===== src/rtl/lab_probe_trace.sv =====
// ---------------------------------------------------------------------------
// lab_probe_trace
//
// Debug-trace capture unit. NCH probe channels of W bits are sampled on every
// rising edge of the asynchronous single-step signal and written into a
// DEPTH-entry ring history. A session is started by a rising edge of arm and
// ends on stop, or, in triggered mode, post_len captures after the trigger
// sample. Any history entry can be read back at any time, newest first.
//
// Optional feature macro: LAB_PROBE_TRIG_EN
//   defined     -> trigger comparator, post counter and POST state built in
//   not defined -> trigger inputs ignored, o_triggered tied low, RUN ends
//                  only on stop
//
// Ports:
//   i_lab_clk      platform clock, the only clock
//   i_lab_reset    asynchronous active-low reset
//   i_step_clk     step signal (async); its rising edge is the capture event
//   i_probe_in     flattened channels, channel k at [k*W +: W]
//   i_arm          rising edge starts a capture session
//   i_stop         high level ends a running session
//   i_trig_en      triggered mode for the next session
//   i_trig_ch      trigger channel (modulo NCH)
//   i_trig_val     trigger match value
//   i_post_len     captures after the trigger sample
//   i_rd_idx       history index, 0 = newest
//   o_rd_data      registered history entry at i_rd_idx (zero if invalid)
//   o_count        valid entries, saturates at DEPTH
//   o_state        0 IDLE, 1 RUN, 2 POST, 3 DONE
//   o_triggered    trigger seen in the current session
//   o_step_cnt     step edges since reset, wraps
// ---------------------------------------------------------------------------
module lab_probe_trace #(
    parameter int NCH   = 8,
    parameter int W     = 16,
    parameter int DEPTH = 16,
    localparam int AW   = $clog2(DEPTH)
) (
    input  logic               i_lab_clk,
    input  logic               i_lab_reset,
    input  logic               i_step_clk,
    input  logic [NCH*W-1:0]   i_probe_in,
    input  logic               i_arm,
    input  logic               i_stop,
    input  logic               i_trig_en,
    input  logic [2:0]         i_trig_ch,
    input  logic [W-1:0]       i_trig_val,
    input  logic [AW-1:0]      i_post_len,
    input  logic [AW-1:0]      i_rd_idx,
    output logic [NCH*W-1:0]   o_rd_data,
    output logic [AW:0]        o_count,
    output logic [1:0]         o_state,
    output logic               o_triggered,
    output logic [31:0]        o_step_cnt
);

    typedef enum logic [1:0] {
        S_IDLE = 2'd0,
        S_RUN  = 2'd1,
        S_POST = 2'd2,
        S_DONE = 2'd3
    } state_t;

    state_t             r_state;
    state_t             w_stateNext;

    logic               r_stepS1;
    logic               r_stepS2;
    logic               r_stepD;
    logic               r_armD;
    logic               w_stepStrobe;
    logic               w_armRise;
    logic               w_capture;
    logic               w_startSession;
    logic               w_trigHit;

    logic [AW-1:0]      r_wptr;
    logic [AW:0]        r_count;
    logic               r_triggered;
    logic [31:0]        r_stepCnt;
    logic [NCH*W-1:0]   r_rdData;
    logic [AW-1:0]      w_rdAddr;

    logic [NCH*W-1:0]   r_mem [DEPTH];

`ifdef LAB_PROBE_TRIG_EN
    logic               r_trigEn;
    logic [2:0]         r_trigCh;
    logic [W-1:0]       r_trigVal;
    logic [AW-1:0]      r_postLen;
    logic [AW-1:0]      r_postCnt;
    logic [W-1:0]       w_trigSample;

    // Trigger channel mux; every 3-bit select value maps to channel (sel mod NCH)
    always_comb begin
        w_trigSample = '0;
        for (int k = 0; k < 8; k++) begin
            if (r_trigCh == 3'(k)) begin
                w_trigSample = i_probe_in[(k % NCH) * W +: W];
            end
        end
    end
`else
    logic               w_unused;
    assign w_unused = ^{i_trig_en, i_trig_ch, i_trig_val, i_post_len};
`endif

    assign w_stepStrobe = r_stepS2 & ~r_stepD;
    assign w_armRise    = i_arm & ~r_armD;
    assign w_rdAddr     = r_wptr - AW'(1) - i_rd_idx;

    // State register
    always_ff @(posedge i_lab_clk or negedge i_lab_reset) begin
        if (!i_lab_reset) begin
            r_state <= S_IDLE;
        end else begin
            r_state <= w_stateNext;
        end
    end

    // Next state plus capture/session control; stop outranks both the
    // trigger path and a simultaneous arm edge
    always_comb begin
        w_stateNext    = r_state;
        w_capture      = 1'b0;
        w_startSession = 1'b0;
        w_trigHit      = 1'b0;
        case (r_state)
            S_IDLE, S_DONE: begin
                if (w_armRise && !i_stop) begin
                    w_startSession = 1'b1;
                    w_stateNext    = S_RUN;
                end
            end
            S_RUN: begin
                w_capture = w_stepStrobe;
`ifdef LAB_PROBE_TRIG_EN
                if (w_stepStrobe && r_trigEn && (w_trigSample == r_trigVal)) begin
                    w_trigHit   = 1'b1;
                    w_stateNext = (r_postLen == '0) ? S_DONE : S_POST;
                end
`endif
                if (i_stop) begin
                    w_stateNext = S_DONE;
                end
            end
            S_POST: begin
                w_capture = w_stepStrobe;
`ifdef LAB_PROBE_TRIG_EN
                if (w_stepStrobe && (r_postCnt == AW'(1))) begin
                    w_stateNext = S_DONE;
                end
`endif
                if (i_stop) begin
                    w_stateNext = S_DONE;
                end
            end
            default: w_stateNext = S_IDLE;
        endcase
    end

    // Step synchroniser, arm edge detector, pointers, counters and read port
    always_ff @(posedge i_lab_clk or negedge i_lab_reset) begin
        if (!i_lab_reset) begin
            r_stepS1    <= 1'b0;
            r_stepS2    <= 1'b0;
            r_stepD     <= 1'b0;
            r_armD      <= 1'b0;
            r_wptr      <= '0;
            r_count     <= '0;
            r_triggered <= 1'b0;
            r_stepCnt   <= '0;
            r_rdData    <= '0;
        end else begin
            r_stepS1 <= i_step_clk;
            r_stepS2 <= r_stepS1;
            r_stepD  <= r_stepS2;
            r_armD   <= i_arm;
            if (w_stepStrobe) begin
                r_stepCnt <= r_stepCnt + 32'd1;
            end
            if (w_startSession) begin
                r_wptr      <= '0;
                r_count     <= '0;
                r_triggered <= 1'b0;
            end else begin
                if (w_capture) begin
                    r_wptr <= r_wptr + AW'(1);
                    if (r_count != (AW+1)'(DEPTH)) begin
                        r_count <= r_count + (AW+1)'(1);
                    end
                end
                if (w_trigHit) begin
                    r_triggered <= 1'b1;
                end
            end
            // Entries at or beyond count are stale (previous session or
            // never written), so they read as zero
            if ({1'b0, i_rd_idx} < r_count) begin
                r_rdData <= r_mem[w_rdAddr];
            end else begin
                r_rdData <= '0;
            end
        end
    end

`ifdef LAB_PROBE_TRIG_EN
    // Trigger configuration is frozen for the whole session at the arm edge
    always_ff @(posedge i_lab_clk or negedge i_lab_reset) begin
        if (!i_lab_reset) begin
            r_trigEn  <= 1'b0;
            r_trigCh  <= '0;
            r_trigVal <= '0;
            r_postLen <= '0;
            r_postCnt <= '0;
        end else begin
            if (w_startSession) begin
                r_trigEn  <= i_trig_en;
                r_trigCh  <= i_trig_ch;
                r_trigVal <= i_trig_val;
                r_postLen <= i_post_len;
            end
            if (w_trigHit) begin
                r_postCnt <= r_postLen;
            end else if (w_capture && (r_state == S_POST)) begin
                r_postCnt <= r_postCnt - AW'(1);
            end
        end
    end
`endif

    // History storage has no reset: after reset count is 0, so nothing
    // stored is reachable
    always_ff @(posedge i_lab_clk) begin
        if (w_capture) begin
            r_mem[r_wptr] <= i_probe_in;
        end
    end

    assign o_rd_data   = r_rdData;
    assign o_count     = r_count;
    assign o_state     = r_state;
    assign o_triggered = r_triggered;
    assign o_step_cnt  = r_stepCnt;

endmodule


===== config.mk =====
export PLATFORM = sky130hd
export DESIGN_NAME = lab_probe_trace
export DESIGN_NICKNAME = d
export VERILOG_FILES = /design/src/rtl/lab_probe_trace.sv
export SDC_FILE = /design/constraint.sdc
export NUM_CORES = 2
export LEC_CHECK = 0
export CORE_ASPECT_RATIO = 1.25
export CORE_MARGIN = 3
export CORE_UTILIZATION = 45
export CTS_BUF_LIST = sky130_fd_sc_hd__clkbuf_4
export DETAILED_ROUTE_END_ITERATION = 7
export PLACE_DENSITY = 0.66
export SYNTH_ARGS = -nofsm -noshare
export SYNTH_HDL_FRONTEND = slang
export SYNTH_SLANG_ARGS = --single-unit

===== constraint.sdc =====
create_clock -name i_lab_clk -period 10 [get_ports i_lab_clk]
set_input_delay 1 -clock i_lab_clk [delete_from_list [all_inputs] [get_ports i_lab_clk]]
set_output_delay 1 -clock i_lab_clk [all_outputs]
set_load 0.01 [all_outputs]

==> results.sh <==
export IMPL_run_status="complete, no violations"
export IMPL_cap_viol_max_count=0
export IMPL_grt_pass1_wl_mm=312
export IMPL_synth_async_reset_ratio=0.0787
export IMPL_root_buffer="clkbuf_4"
export IMPL_grt_pass1_vias=49800
export IMPL_drt_iter0_markers=3684
export IMPL_die_w_um=398
export IMPL_die_h_um=496
export IMPL_final_setup_tns_ns=0
export IMPL_tightest_slew_ns=1.22
export IMPL_startpoint_type="flop"
export IMPL_ys_warn_count=0
export IMPL_grt_remaining_overflow=0
export IMPL_yosysSeqAreaShare=0.761
export IMPL_clock_skew_ns=0.119
export IMPL_synth_top_area_frac=0.710
export IMPL_multi_input_area_um2=19100
export IMPL_pre_cts_slack_ns=4.46
export IMPL_switching_share=0.291
export IMPL_synth_edff_count=2048
export IMPL_pin_count=329
export IMPL_critPathKind="flop to flop"
export IMPL_rows=179
export IMPL_rsz0062_at_grt="false"
export IMPL_p_int_mw=16.5
export IMPL_endpoint_kind="flop"
export IMPL_hold_viol_final=0
export IMPL_final_min_clock_period_ns=4.41
export IMPL_setup_ws_ns=5.59
export IMPL_syn_nets=5394
export IMPL_power_density_nw_per_um2=234
export IMPL_fin_nets=5955
export IMPL_drc=0
export IMPL_drive_above_1_share=0.157
export IMPL_utilization=0.520
export IMPL_r2r_slack_ns=5.59
export IMPL_die_area_um2=198000
export IMPL_met1_usage=0.280
export IMPL_cts_resized=0
export IMPL_viasPerCell=5.65
export IMPL_vias=49500
export IMPL_clock_sinks=2223
export IMPL_slew_viol_final=0
export IMPL_insertion_delay_ns=1.38
export IMPL_path_clk_slew_ns=0.07
export IMPL_crit_arrival_ns=5.57
export IMPL_avgRoutedWirePerCell_um=24.1
export IMPL_ctsHoldBuffers=2
export IMPL_syn_cell_area_um2=86600
export IMPL_cp_max_fo=49
export IMPL_cts_tree="yes"
export IMPL_hp_class="input port to async pin"
export IMPL_yosys_area_top_type="edfxtp_1"
export IMPL_synthCells=5219
export IMPL_grt_use_met3=0.0494
export IMPL_wirelength_mm=211
export IMPL_yosysUniqueCellTypes=43
export IMPL_pwr_share_comb=0.224
export IMPL_dr_pass1_iters=5
export IMPL_finalCritPeriodShare=0.441
export IMPL_ir_drop_mv=0.264
export IMPL_power_leakage_nw=35.4
export IMPL_regArea_um2=65900
export IMPL_place_gp_congestion=0.747
export IMPL_dpl_hpwl_mm=97.7
export IMPL_area_growth_syn_to_layout_pct=14.6
export IMPL_core_area_um2=191000
export IMPL_htree_levels=6
export IMPL_n_fill_cell=15600
export IMPL_power_frac_seq=0.454
export IMPL_grtUsageTotal=0.211
export IMPL_synth_area_leaders="edfxtp_1, mux2i_1, nand3_1"
export IMPL_cts_buffers=554
export IMPL_post_cts_buffers=0
export IMPL_maxSlewHeadroom=0.184
export IMPL_antenna_found_initial=35
export IMPL_clk_path_buf_depth=4
export IMPL_fmax_mhz=227
export IMPL_grt_util_met2=0.340
export IMPL_finalSetupViolCount=0
export IMPL_cp_data_required_time_ns=11.15
export IMPL_grt_busiest_layer="met2"
export IMPL_synthFlopType="edfxtp_1"
export IMPL_grt_max_degree=185
export IMPL_portBuffers=303
export IMPL_antenna_left=0
export IMPL_start_util=0.454
export IMPL_ys_seq_elements=2223
export IMPL_postSynthAreaPerCell_um2=16.6
export IMPL_clkPwrFrac=0.322
export IMPL_p_sw_mw=6.75
power by group through the flow:
stage / Clock (mW) / Combinational [mW] / Sequential [mW]
after detailed placement: 0 / 5.21 / 10.8
after CTS: 7.70 / 5.23 / 10.6
after global routing: 8.17 / 5.61 / 10.6
final: 7.47 / 5.20 / 10.6
after floorplan: 0 / 3.49 / 10.8
after global placement: 0 / 5.18 / 10.8
synthesized netlist by cell type, types with 2 or more instances:
cell type     n
xnor2_1      16
nor2_1       14
and4_1        7
and2_1       17
nand3_1    1035
a21oi_1       2
nor4_1        8
ha_1         13
buf_2       179
or3_1         2
mux2_2        2
and3_1        2
nor3b_1       3
inv_1        18
o22ai_1     128
dfrtp_1     175
buf_4         2
mux2i_1    1025
nand4_1     266
o21ai_0       2
nor3_1        9
a22o_1        2
xor2_1       23
edfxtp_1   2048
nand2_1      12
buf_1        38
clkbuf_1    155
kinds of logic after synthesis:
family / share of synthesized area
DFF: 0.761
and+or+nand+nor: 0.0843
muxes: 0.119
buffers and inverters: 0.0197
AOI/OAI and AO/OA: 0.0103
xor gates and xnor gates: 0.00413
adders and majority gates: 0.00211
other: 0.0000433
metrics by stage:
step	hold WS [ns]	total power, mW	cells	area [µm²]
finish	0.232	23.2	8755	99200
global route	0.0964	24.4	8745	99200
CTS	0.0558	23.5	8732	99200
detailed placement	0.347	16.0	7756	92200
global placement	0.341	15.9	7756	92200
floorplan	0.331	14.3	5219	86600
placed cells by master, fill, tap and decap left out, types with 4 or more instances in the layout:
master | Yosys | layout
nand3_1 | 1035 | 1035
ha_1 | 13 | 12
o22ai_1 | 128 | 128
inv_1 | 18 | 18
xor2_1 | 23 | 22
dfrtp_1 | 175 | 175
clkinv_2 | 0 | 16
mux2i_1 | 1025 | 1025
bufinv_16 | 0 | 7
nand4_1 | 266 | 266
inv_2 | 1 | 10
clkinv_1 | 0 | 105
diode_2 | 0 | 23
clkdlybuf4s50_1 | 0 | 302
nor3_1 | 9 | 9
and4_4 | 0 | 4
nand2_1 | 12 | 12
nor4_1 | 8 | 8
xnor2_1 | 16 | 15
buf_12 | 0 | 25
and2_4 | 0 | 12
edfxtp_1 | 2048 | 2048
clkbuf_4 | 0 | 832
buf_4 | 2 | 49
and2_1 | 17 | 5
nor2_1 | 14 | 14
layout make-up:
| cell class | count | area share |
|---|---|---|
| clock buffer | 832 | 0.0629 |
| multi-input combinational | 2603 | 0.193 |
| inverter | 19 | 0.000794 |
| timing repair buffer | 379 | 0.0396 |
| tap | 2534 | 0.0320 |
| sequential | 2223 | 0.664 |
| clock inverter | 142 | 0.00759 |
| antenna | 23 | 0.000580 |
worst paths after layout:
kind	start	to	cells after the start
hold reg to reg	r_stepS1$_DFF_PN0_	r_stepS2$_DFF_PN0_	0
min in group i_lab_clk	i_arm	r_armD$_DFF_PN0_	1
max in group asynchronous	i_lab_reset	o_rd_data[60]$_DFF_PN0_	3
setup reg to reg	r_wptr[0]$_DFFE_PN0P_	o_rd_data[105]$_DFF_PN0_	9
hold / removal	i_lab_reset	o_rd_data[104]$_DFF_PN0_	2
setup / recovery	r_wptr[0]$_DFFE_PN0P_	o_rd_data[105]$_DFF_PN0_	9
routing by layer:
metal / share of wire / vias to the layer above
met3: 0.072 / 434
li1: - / 22100
met4: 0.027 / 12
met1: 0.42 / 25200
met5: 0.00034 / -
met2: 0.48 / 1741
registers in the layout, summed over array words and instances, names as in the netlist:
name / cells
r_armD: 1
o_state: 2
r_wptr: 4
r_stepS1: 1
r_mem: 2048
r_stepD: 1
r_stepS2: 1
o_count: 5
o_step_cnt: 32
o_rd_data: 128
worst max-delay path: stages, from the launching register on:
cell	delay (ns)
dfrtp_1	0.49
ha_4	0.17
inv_1	0.04
fa_4	1.39
buf_4	0.70
buf_4	0.77
mux2i_1	0.28
nand3_1	0.10
nand4_1	0.17
o22ai_1	0.09
(Power assumes the default switching activity.)
